===== config.mk =====
export PLATFORM = sky130hd
export DESIGN_NAME = sram_req_arbiter
export DESIGN_NICKNAME = d
export VERILOG_FILES = /design/src/rtl/sram_req_arbiter.sv
export SDC_FILE = /design/constraint.sdc
export NUM_CORES = 1
export LEC_CHECK = 0
export CORE_AREA = 4 4 118 120
export CTS_CLUSTER_SIZE = 24
export DETAILED_ROUTE_END_ITERATION = 16
export DIE_AREA = 0 0 122 124
export PLACE_DENSITY_LB_ADDON = 0.2
export SYNTH_ARGS = -nofsm -noshare
export SYNTH_HDL_FRONTEND = slang
export SYNTH_SLANG_ARGS = --single-unit

===== constraint.sdc =====
create_clock -name clk -period 2.5 [get_ports clk]
set_clock_uncertainty 0.05 [all_clocks]
set_input_delay 0.5 -clock clk [delete_from_list [all_inputs] [get_ports clk]]
set_output_delay 0.5 -clock clk [all_outputs]
set_load 0.1 [all_outputs]

===== src/rtl/sram_req_arbiter.sv =====
`default_nettype none
// ============================================================================
// Module      : sram_req_arbiter
// Description : Shares one sram-like port between an instruction master and a
//               data master. Data wins over inst, a grant is held until the
//               address handshake completes, and an in-order ID FIFO routes
//               each response back to the master that issued it.
// Revision    : 1.0 - initial release
// ============================================================================
module sram_req_arbiter #(
  parameter int OUTSTANDING = 2,
  parameter int ADDR_WD     = 32
) (
  input  logic               clk,
  input  logic               reset,
  // instruction master
  input  logic               inst_req,
  input  logic               inst_wr,
  input  logic [1:0]         inst_size,
  input  logic [ADDR_WD-1:0] inst_addr,
  input  logic [ADDR_WD-1:0] inst_wdata,
  output logic               inst_addr_ok,
  output logic               inst_data_ok,
  output logic [ADDR_WD-1:0] inst_rdata,
  // data master
  input  logic               data_req,
  input  logic               data_wr,
  input  logic [1:0]         data_size,
  input  logic [ADDR_WD-1:0] data_addr,
  input  logic [ADDR_WD-1:0] data_wdata,
  output logic               data_addr_ok,
  output logic               data_data_ok,
  output logic [ADDR_WD-1:0] data_rdata,
  // shared slave port
  output logic               sram_req,
  output logic               sram_wr,
  output logic [1:0]         sram_size,
  output logic [ADDR_WD-1:0] sram_addr,
  output logic [ADDR_WD-1:0] sram_wdata,
  input  logic               sram_addr_ok,
  input  logic               sram_data_ok,
  input  logic [ADDR_WD-1:0] sram_rdata,
  // status
  output logic               protocol_err
);

  // Pointer width; a single-entry FIFO still needs a 1-bit pointer that stays 0.
  localparam int PTR_W = (OUTSTANDING > 1) ? $clog2(OUTSTANDING) : 1;
  localparam int DEPTH = 1 << PTR_W;
  localparam int CNT_W = $clog2(OUTSTANDING + 1);

  localparam logic [PTR_W-1:0] PTR_LAST = PTR_W'(OUTSTANDING - 1);
  localparam logic [CNT_W-1:0] CNT_FULL = CNT_W'(OUTSTANDING);

  // Master identity as stored in the lock and the ID FIFO.
  typedef enum logic {
    ID_INST = 1'b0,
    ID_DATA = 1'b1
  } master_id_e;

  // Grant lock: held while the slave is stalling the address handshake.
  typedef enum logic {
    LK_FREE = 1'b0,
    LK_HELD = 1'b1
  } lock_state_e;

  lock_state_e             lock_q,   lock_d;
  master_id_e              lock_id_q, lock_id_d;
  logic [DEPTH-1:0]        fifo_q,   fifo_d;
  logic [PTR_W-1:0]        rd_ptr_q, rd_ptr_d;
  logic [PTR_W-1:0]        wr_ptr_q, wr_ptr_d;
  logic [CNT_W-1:0]        count_q,  count_d;
  logic                    perr_q,   perr_d;

  master_id_e              sel_id;
  logic                    sel_req;
  logic                    full;
  logic                    hs;
  logic                    pop;
  logic                    head;

  // Wrapping pointer increment; handles non-trivial wrap for OUTSTANDING=1.
  function automatic logic [PTR_W-1:0] ptr_inc(input logic [PTR_W-1:0] p);
    return (p == PTR_LAST) ? '0 : p + PTR_W'(1);
  endfunction

  // Master selection: a held lock wins, otherwise data over inst.
  always_comb begin
    sel_id = ID_DATA;
    if (lock_q == LK_HELD) begin
      sel_id = lock_id_q;
    end else if (data_req) begin
      sel_id = ID_DATA;
    end else if (inst_req) begin
      sel_id = ID_INST;
    end
    sel_req = (sel_id == ID_DATA) ? data_req : inst_req;
  end

  assign full = (count_q == CNT_FULL);
  assign hs   = sram_req & sram_addr_ok;
  assign pop  = sram_data_ok & (count_q != '0);
  assign head = fifo_q[rd_ptr_q];

  // Request path: forward the selected master with zero added latency.
  always_comb begin
    sram_req     = sel_req & ~full;
    sram_wr      = data_wr;
    sram_size    = data_size;
    sram_addr    = data_addr;
    sram_wdata   = data_wdata;
    inst_addr_ok = 1'b0;
    data_addr_ok = 1'b0;
    if (sel_id == ID_INST) begin
      sram_wr      = inst_wr;
      sram_size    = inst_size;
      sram_addr    = inst_addr;
      sram_wdata   = inst_wdata;
      inst_addr_ok = hs;
    end else begin
      data_addr_ok = hs;
    end
  end

  // Response path: route data_ok by the oldest outstanding ID, broadcast rdata.
  always_comb begin
    inst_data_ok = pop & (head == ID_INST);
    data_data_ok = pop & (head == ID_DATA);
    inst_rdata   = sram_rdata;
    data_rdata   = sram_rdata;
    protocol_err = perr_q;
  end

  // Next-state for lock, ID FIFO, occupancy and the sticky error flag.
  always_comb begin
    lock_d    = lock_q;
    lock_id_d = lock_id_q;
    fifo_d    = fifo_q;
    rd_ptr_d  = rd_ptr_q;
    wr_ptr_d  = wr_ptr_q;
    count_d   = count_q;
    perr_d    = perr_q;

    // A stalled request keeps the grant so the slave sees stable signals.
    if (hs) begin
      lock_d = LK_FREE;
    end else if (sram_req) begin
      lock_d    = LK_HELD;
      lock_id_d = sel_id;
    end

    if (hs) begin
      fifo_d[wr_ptr_q] = sel_id;
      wr_ptr_d         = ptr_inc(wr_ptr_q);
    end

    if (pop) begin
      rd_ptr_d = ptr_inc(rd_ptr_q);
    end

    case ({hs, pop})
      2'b10:   count_d = count_q + CNT_W'(1);
      2'b01:   count_d = count_q - CNT_W'(1);
      default: count_d = count_q;
    endcase

    // A response with nothing outstanding is a slave protocol violation.
    if (sram_data_ok && (count_q == '0)) begin
      perr_d = 1'b1;
    end
  end

  // State registers with synchronous reset; reset discards in-flight IDs.
  always_ff @(posedge clk) begin
    if (reset) begin
      lock_q    <= LK_FREE;
      lock_id_q <= ID_INST;
      fifo_q    <= '0;
      rd_ptr_q  <= '0;
      wr_ptr_q  <= '0;
      count_q   <= '0;
      perr_q    <= 1'b0;
    end else begin
      lock_q    <= lock_d;
      lock_id_q <= lock_id_d;
      fifo_q    <= fifo_d;
      rd_ptr_q  <= rd_ptr_d;
      wr_ptr_q  <= wr_ptr_d;
      count_q   <= count_d;
      perr_q    <= perr_d;
    end
  end

endmodule
`default_nettype wire


# ---- Word level (Yosys, flattened, before mapping)
# Index checks and enable logic that the tools add are counted.
dict set report totals {
  regBits 9
  out_inout_bits 137
  wordCells 50
}
dict set report classes {
  addsub 4
  magnitude_cmp 3
  eq_ne 3
  n_mux 18
  n_bitwise 8
  reduce_logical 7
}
# op count
set op_table {}
lappend op_table {{$mux 32} 2}
lappend op_table {{$mux 1} 12}
lappend op_table {{$and 1x1->1} 5}
lappend op_table {{$eq 2x2->1 const B} 2}
lappend op_table {{$lt 1x2->1 const B} 2}
lappend op_table {{$pmux 2 s2} 1}
lappend op_table {{$reduce_bool 2->1} 2}
lappend op_table {{$not 1->1} 3}
lappend op_table {{$add 1x1->1 const B} 2}
lappend op_table {{$add 2x1->2 const B} 1}
lappend op_table {{$bwmux 2} 1}
lappend op_table {{$eq 2x1->1 const B} 1}
lappend op_table {{$logic_and 1x1->1} 2}
lappend op_table {{$logic_not 2->1} 1}
lappend op_table {{$mux 2} 1}
lappend op_table {{$reduce_and 2->1} 1}
lappend op_table {{$reduce_or 2->1} 1}
lappend op_table {{$sub 2x1->2 const B} 1}
lappend op_table {{$demux 1 s1} 1}
lappend op_table {{$ge 1x1->1 const B} 1}

# ---- Logic depth before layout (Yosys ltp)
# Gate-level depths: netlist (run 1).
dict set report logic_depth {
  depth_word 8
  ltp_mapped 7
}

# ---- Worst setup path after synthesis (run 1)
# Ideal clock, no wire load.
dict set report synth_path {
  kind {input -> register}
  startpoint {in data_req}
  endpoint {reg lock_id_q}
  t_arrival_ns 3.408
  path_slack_ns -1.081
  stages 4
  cell_sequence {mux2i_1 a211oi_1 nand2_1 mux2i_1}
}
dict set report synth_via {
  elab_chain_cells 7
}
# item line
set synth_rtl {}
lappend synth_rtl {{start, declared} 26} ;# input logic data_req,
lappend synth_rtl {{$mux 1} 92} ;# end else if (data_req) begin
lappend synth_rtl {{$mux 1} 90} ;# if (lock_q == LK_HELD) begin
lappend synth_rtl {{$mux 1 (*)} 97} ;# sel_req = (sel_id == ID_DATA) ? data_req : inst_req;
lappend synth_rtl {{$and 1x1->1 (*)} 107} ;# sram_req = sel_req & ~full;
lappend synth_rtl {{net sram_req} 35} ;# output logic sram_req,
lappend synth_rtl {{$and 1x1->1} 101} ;# assign hs = sram_req & sram_addr_ok;
lappend synth_rtl {{$not 1->1 (no line)} n/a}
lappend synth_rtl {{$reduce_and 2->1 (no line) (*)} n/a}
lappend synth_rtl {{end signal, assigned} 185} ;# lock_id_q <= lock_id_d;
lappend synth_rtl {{end, declared} 68} ;# master_id_e lock_id_q, lock_id_d;
# The timed path passes the listed nets; every way through them passes the cells marked *.
# A chain may end at the register's enable or synchronous reset.

# ---- Final worst setup path (run 1)
dict set report layout_path {
  startpoint {in data_req}
  endpoint {out sram_wdata[8]}
}
dict set report layout_via {
  elab_chain_cells 3
}
# item line
set layout_rtl {}
lappend layout_rtl {{$mux 1} 92}
lappend layout_rtl {{$mux 1} 90}
lappend layout_rtl {{$mux 32} 114} ;# if (sel_id == ID_INST) begin
lappend layout_rtl {{end, declared} 39} ;# output logic [ADDR_WD-1:0] sram_wdata,
# Every way passes these cells.

==> metrics.txt, run 1 <==
met3 Use GR=3.361%; ANT nets after route=0; Max transition margin=approximately three fifths; ratio of final minimum period to clock period=slightly below 100%; I/O pins=309; mapped cell area=0.001742 mm2; Worst setup SP type=input pin; worst setup margin=42.43 ps; initial antenna violation count=0; classification of the worst-slack hold path=reg2reg; Area contributors post-synth=mux2_2 43%, buf_4 28%, dfxtp_1 10%, mux2i_1 3.4%, buf_2 2.0%; grt total ovfl=0; DR iter-0 viols=16; met2 usage=19.16%; status=finished clean; met1 global-route usage=13.46%; CP required=1950 ps; via count=1931; Yosys top cell by area=mux2_2; post-DP HPWL=7043 um; Crit path arrival time=1910 ps; #FFs+latches synth=9; maximum VDD drop=0.5011 mV; P_leak=2.108 nW; Die Ht=about 120 um; register area=between 150 and 200 um2; Clock Latency Late Sink=around 230 ps; Critical Path End Type=output pin; die area=0.01513 mm2; CTS buffer count=3; Post-Route Utilization=38.17%; Setup WS pre-CTS=-303.7 ps; worst-path fanout max=7; syn avg cell area=9.167 um2; Max Slew Vio Count=0; RSZ-0062 raised after global routing=no; first-pass GRT wire length=12640 um; CTS tree=yes; largest net degree at the start of global routing=19; Unique masters post-synth=23; row count=42; Port Buf Inserts=212; DRC viols=0; gpl congestion=0.7173; Initial Util=13.42%; critical path type=in2out; Cells after Synth=190; dpl cells=between 500 and 600; worst-margin pin slew=around 600 ps; Setup Viol. Count Final=0; Overall Global Routing Usage=~11%; Filler Cells Inserted=1299; Tot Pwr=0.004231 W; wire per inst=17.57 um; Min Clock Period, post-route=2458 ps; share of the synthesized area in the top cell type=43.32%; DIE WIDTH=122 um; synth-to-layout area growth=184.5%; total negative setup slack=0 ps; area of the multi-input gates=0.001256 mm2; total of max-cap violations=0; Max Root-Sink Buffers=2; core region area=about 0.013 mm2; final hold vios=0; post-synthesis sequential area ratio=between 10% and 20%; Post-Layout Cell Count=approximately 530; nets=527; final wirelength=9293 um; synthesis warning total=0; H-tree Lvls=1; diode count=0; clk slew on worst S/H paths=~40 ps; Post-Syn Nets=363; power density cells=between 800 and 900 mW/mm2; Clock Tree Root=clkbuf_16; CTS Sinks=9; vias in the first global route=around 2100; Most Crowded Layer GR=met2; f_max=406.9 MHz; vias per inst=approximately 3.7; layout cells sized above 1=48.73%; Pre-antenna DRT Iters=3
[synthesized netlist by cell type, drive strengths merged]
cell / n
a2111oi: 1
a21oi: 2
xor2: 2
nand2b: 4
nand2: 2
and2b: 2
ha: 1
dfxtp: 9
or2: 1
nor2: 9
inv: 3
xnor2: 2
or3: 1
buf: 71
o21ai: 2
clkbuf: 1
mux2: 67
nor2b: 1
a211oi: 1
mux2i: 6
and2: 1
o21a: 1
[through the flow]
step | hold slack [ps] | instance area, um2
floorplan | 398.4 | 1759
global placement | 406.8 | 4370
detailed placement | 414.0 | 4370
CTS | 425.3 | 4961
global route | 454.9 | 4955
finish | 416.7 | 4955
[area by class of cell]
type	instances	share of cell area [%]
clock buffers	4	1.591
inverters	3	0.2273
multi-input cells	106	25.35
flip-flops and latches	9	3.662
well taps	176	4.444
repair buffers	231	64.72
[kinds of logic after synthesis]
kind of cell | Yosys count | share of synthesized area (%)
buffers and inverters | 75 | 30.46
multiplexers | 73 | 46.77
AND/OR/NAND/NOR | 21 | 6.107
flip-flops | 9 | 10.34
AO/OA/AOI/OAI | 7 | 3.593
XOR/XNOR | 4 | 2.012
adder cells (fa/ha/maj) | 1 | 0.7183
[cell usage in the layout (no fill, tap or decap), types with 3 or more instances in the layout]
cell,n
clkdlybuf4s50_1,137
buf_12,77
mux2_4,50
mux2_2,17
buf_16,8
dfxtp_1,8
nor2_1,7
mux2i_1,5
buf_4,5
inv_1,3
nand2b_1,3
clkbuf_16,3
[report_power, final]
part / internal, W / switching [W]
Sequential: 0.000184 / 0.0000411
Combinational: 0.00161 / 0.00212
Clock: 0.000213 / 0.0000707
Total: 0.00200 / 0.00223
[layer usage]
layer / up-vias / wire (um)
met2: 120 / 4721
met5: - / 0
li1: 915 / -
met1: 883 / 3513
met3: 13 / 992
met4: 0 / 65
[flip-flops by register name, indices dropped and copies added (netlist names)]
name          cells
lock_q            1
fifo_q            2
wr_ptr_q          1
count_q           2
rd_ptr_q          1
lock_id_q         1
protocol_err      1
[worst max-delay path: stages]
cell,delay [ps]
buf_2,110
nand2b_4,140
mux2i_4,160
buf_12,130
buf_12,100
buf_8,120
buf_16,140
mux2_4,330
buf_12,170
[path summary, 6_finish.rpt]
check,from,end,slack [ps],cells past startpoint
max,data_req,sram_wdata[8],40,9
min,protocol_err,protocol_err,420,2
max reg2reg,lock_id_q,count_q[1],380,6
min reg2reg,protocol_err,protocol_err,420,2
[what timing repair did]
item                       CTS  global route
setup endpoints to repair   69            30
cloned                       7             0
setup buffers                7             0
gates resized for setup     73             1
hold buffers                 0             0
Note: power is estimated with default switching activity, not from simulation.
==> inputs of run 2 (changes only) <==
--- a/config.mk
+++ b/config.mk
@@ -11,3 +11,2 @@
 export DIE_AREA = 0 0 122 124
-export PLACE_DENSITY_LB_ADDON = 0.2
 export SYNTH_ARGS = -nofsm -noshare
--- a/constraint.sdc
+++ b/constraint.sdc
@@ -4,2 +4,2 @@
 set_output_delay 0.5 -clock clk [all_outputs]
-set_load 0.1 [all_outputs]
+set_load 0.05 [all_outputs]
==> run 2 against run 1 <==
Final cell count fell by 0.95%. Hold slack improved by 5.8 ps. Cell area fell by 19%. Routed wire length rose by 9.3%. Highest routed layer unchanged. Register-to-register slack improved by 60 ps. Die area did not move. Critical path depth fell by 2.
==> metrics.txt, run 2 (synthesis gave the netlist of run 1 again) <==
via count=1948 (+0.88%); first-pass GRT wire length=13100 um (+3.6%); H-tree Lvls=1 (unchanged); synth-to-layout area growth=130.0%; critical path type=in2out; classification of the worst-slack hold path=reg2reg; Hold Slack=422.5 ps (+5.778 ps); Clock Tree Root=clkbuf_16; I/O pins=309 (unchanged); Port Buf Inserts=212 (unchanged); Overall Global Routing Usage=11.62% (+0.68 points); Pre-antenna DRT Iters=2 (-1); Setup WS pre-CTS=-257.1 ps (+46.57 ps); core region area=0.01298 mm2 (unchanged); post-DP HPWL=8315 um (+18%); commonest non-fill, non-tap cell in the layout=clkdlybuf4s50_1; final hold vios=0 (unchanged); initial antenna violation count=0 (unchanged); gpl congestion=0.7138 (-0.49%); DR iter-0 viols=22 (+6); Max Slew Vio Count=0 (unchanged); CTS Sinks=9 (unchanged); RSZ-0062 raised after global routing=yes; final wirelength=10160 um (+9.3%); Post-Route Utilization=30.86% (-7.3 points); CTS buffer count=3 (unchanged); ratio of final minimum period to clock period=98.81% (+0.51 points); grt total ovfl=0 (unchanged); Worst R2R Setup Slack=440 ps (+60 ps); biggest regs=count_q x2, fifo_q x2; diode count=0 (unchanged); P_leak=1.613 nW (-23%); largest net degree at the start of global routing=29 (+10); total of max-cap violations=0 (unchanged); Min Clock Period, post-route=2470 ps (+12.65 ps); Setup Viol. Count Final=0 (unchanged); CTS Hold Bufs=0 (unchanged); worst-path fanout max=14 (+7); f_max=404.8 MHz (-0.51%); worst-margin pin slew=501.6 ps (-116.1 ps); CP required=1950 ps (about the same); DIE WIDTH=122 um (unchanged); Filler Cells Inserted=1345 (+3.5%); power density cells=693.0 mW/mm2 (-19%); DRC viols=0 (unchanged); wire per inst=19.39 um (+10%); Clock Latency Late Sink=240 ps (about the same); maximum VDD drop=0.2875 mV (-43%); commonest non-fill, non-tap cells in the layout=138 x clkdlybuf4s50_1, 65 x mux2_2, 52 x buf_6, 19 x buf_4, 9 x nor2_1; layout cells sized above 1=46.26% (-2.5 points); Worst setup SP type=input pin; vias in the first global route=2121 (+1.2%); CP startpoint=data_req; Setup crit end=sram_addr[27]; Max Root-Sink Buffers=2 (unchanged); ANT nets after route=0 (unchanged); row count=42 (unchanged); Reg2Reg Capture Point=count_q[1]; hold_sp=fifo_q[0]; Initial Util=13.42% (unchanged); nets=522 (-0.95%); Max transition margin=66.46% (+8.1 points); status=finished clean; CTS tree=yes; Critical Path End Type=output pin; worst setup margin=29.78 ps (-12.65 ps); vias per inst=3.718 (+1.8%); cell depth of the worst flop-to-flop path=6 (unchanged); Crit path arrival time=1920 ps (about the same); clk slew on worst S/H paths=40 ps (about the same); worst r2r src=lock_id_q; Die Ht=124 um (unchanged); die area=0.01513 mm2 (unchanged)
run 2: cell count changes in the layout (fill, tap and decap cells not counted), moves of 2 or more:
| cell | previous run | this run |
|---|---|---|
| buf_12 | 77 | 7 |
| buf_16 | 8 | 4 |
| buf_2 | 2 | 0 |
| buf_4 | 5 | 19 |
| buf_6 | 1 | 52 |
| clkbuf_16 | 3 | 5 |
| mux2_2 | 17 | 65 |
| mux2_4 | 50 | 2 |
| nor2_1 | 7 | 9 |
run 2: repair_timing:
action / 4_1_cts / 5_1_grt
gates resized for setup: 46 / 26
endpoints found under the hold margin: 0 / 0
buffers inserted: 1 / 0
endpoints found under the setup margin: 70 / 67
pin swaps: 0 / 0
cloned: 3 / 2
run 2: worst max-delay path, stage by stage:
cell and delay (ps):
clkdlybuf4s15_1 180, nand2b_4 150, mux2i_4 170, buf_12 190
clkbuf_16 200, mux2_2 360, buf_6 160
run 2: where the power goes:
group          internal [W]  switching, W  total, W  leakage, nW
registers          0.000184     0.0000428  0.000226       0.0744
clock network      0.000213     0.0000701  0.000283       0.0382
logic               0.00105       0.00122   0.00227         1.50
run 2: metrics by stage:
| step | cells | instance area [um2] | total power [W] | TNS, ps |
|---|---|---|---|---|
| 2_1_floorplan | 190 | 1742 | 0.001718 | 0 |
| 3_3_place_gp | 514 | 3532 | 0.002185 | -15060 |
| 3_5_place_dp | 514 | 3532 | 0.002192 | -15510 |
| 4_1_cts | 522 | 3874 | 0.002701 | -561.4 |
| 5_1_grt | 524 | 4005 | 0.002896 | -270.1 |
| 6_report | 524 | 4005 | 0.002776 | 0 |
run 2: layout make-up:
cell class	instances	area, um2	area share [%]
clock buffers	4	78.83	1.968
flip-flops and latches	9	181.4	4.530
well taps	176	220.2	5.498
inverters	3	11.26	0.2812
repair buffers	226	2455	61.29
multi-input cells	106	1059	26.43
run 2: routing by layer:
metal	up-vias	track usage (%)	part of all wire, %
met5	-	0	0
met4	0	3.501	1.9
met3	19	3.860	9.4
met2	150	21.48	54
met1	867	12.57	35
li1	912	-	-
run 2: how the worst min path moves through the flow:
stage	to	cells after the start
floorplan	fifo_q[0]	2
global placement	protocol_err	2
detailed placement	fifo_q[0]	2
CTS	fifo_q[0]	2
global route	fifo_q[1]	2
finish	fifo_q[0]	2
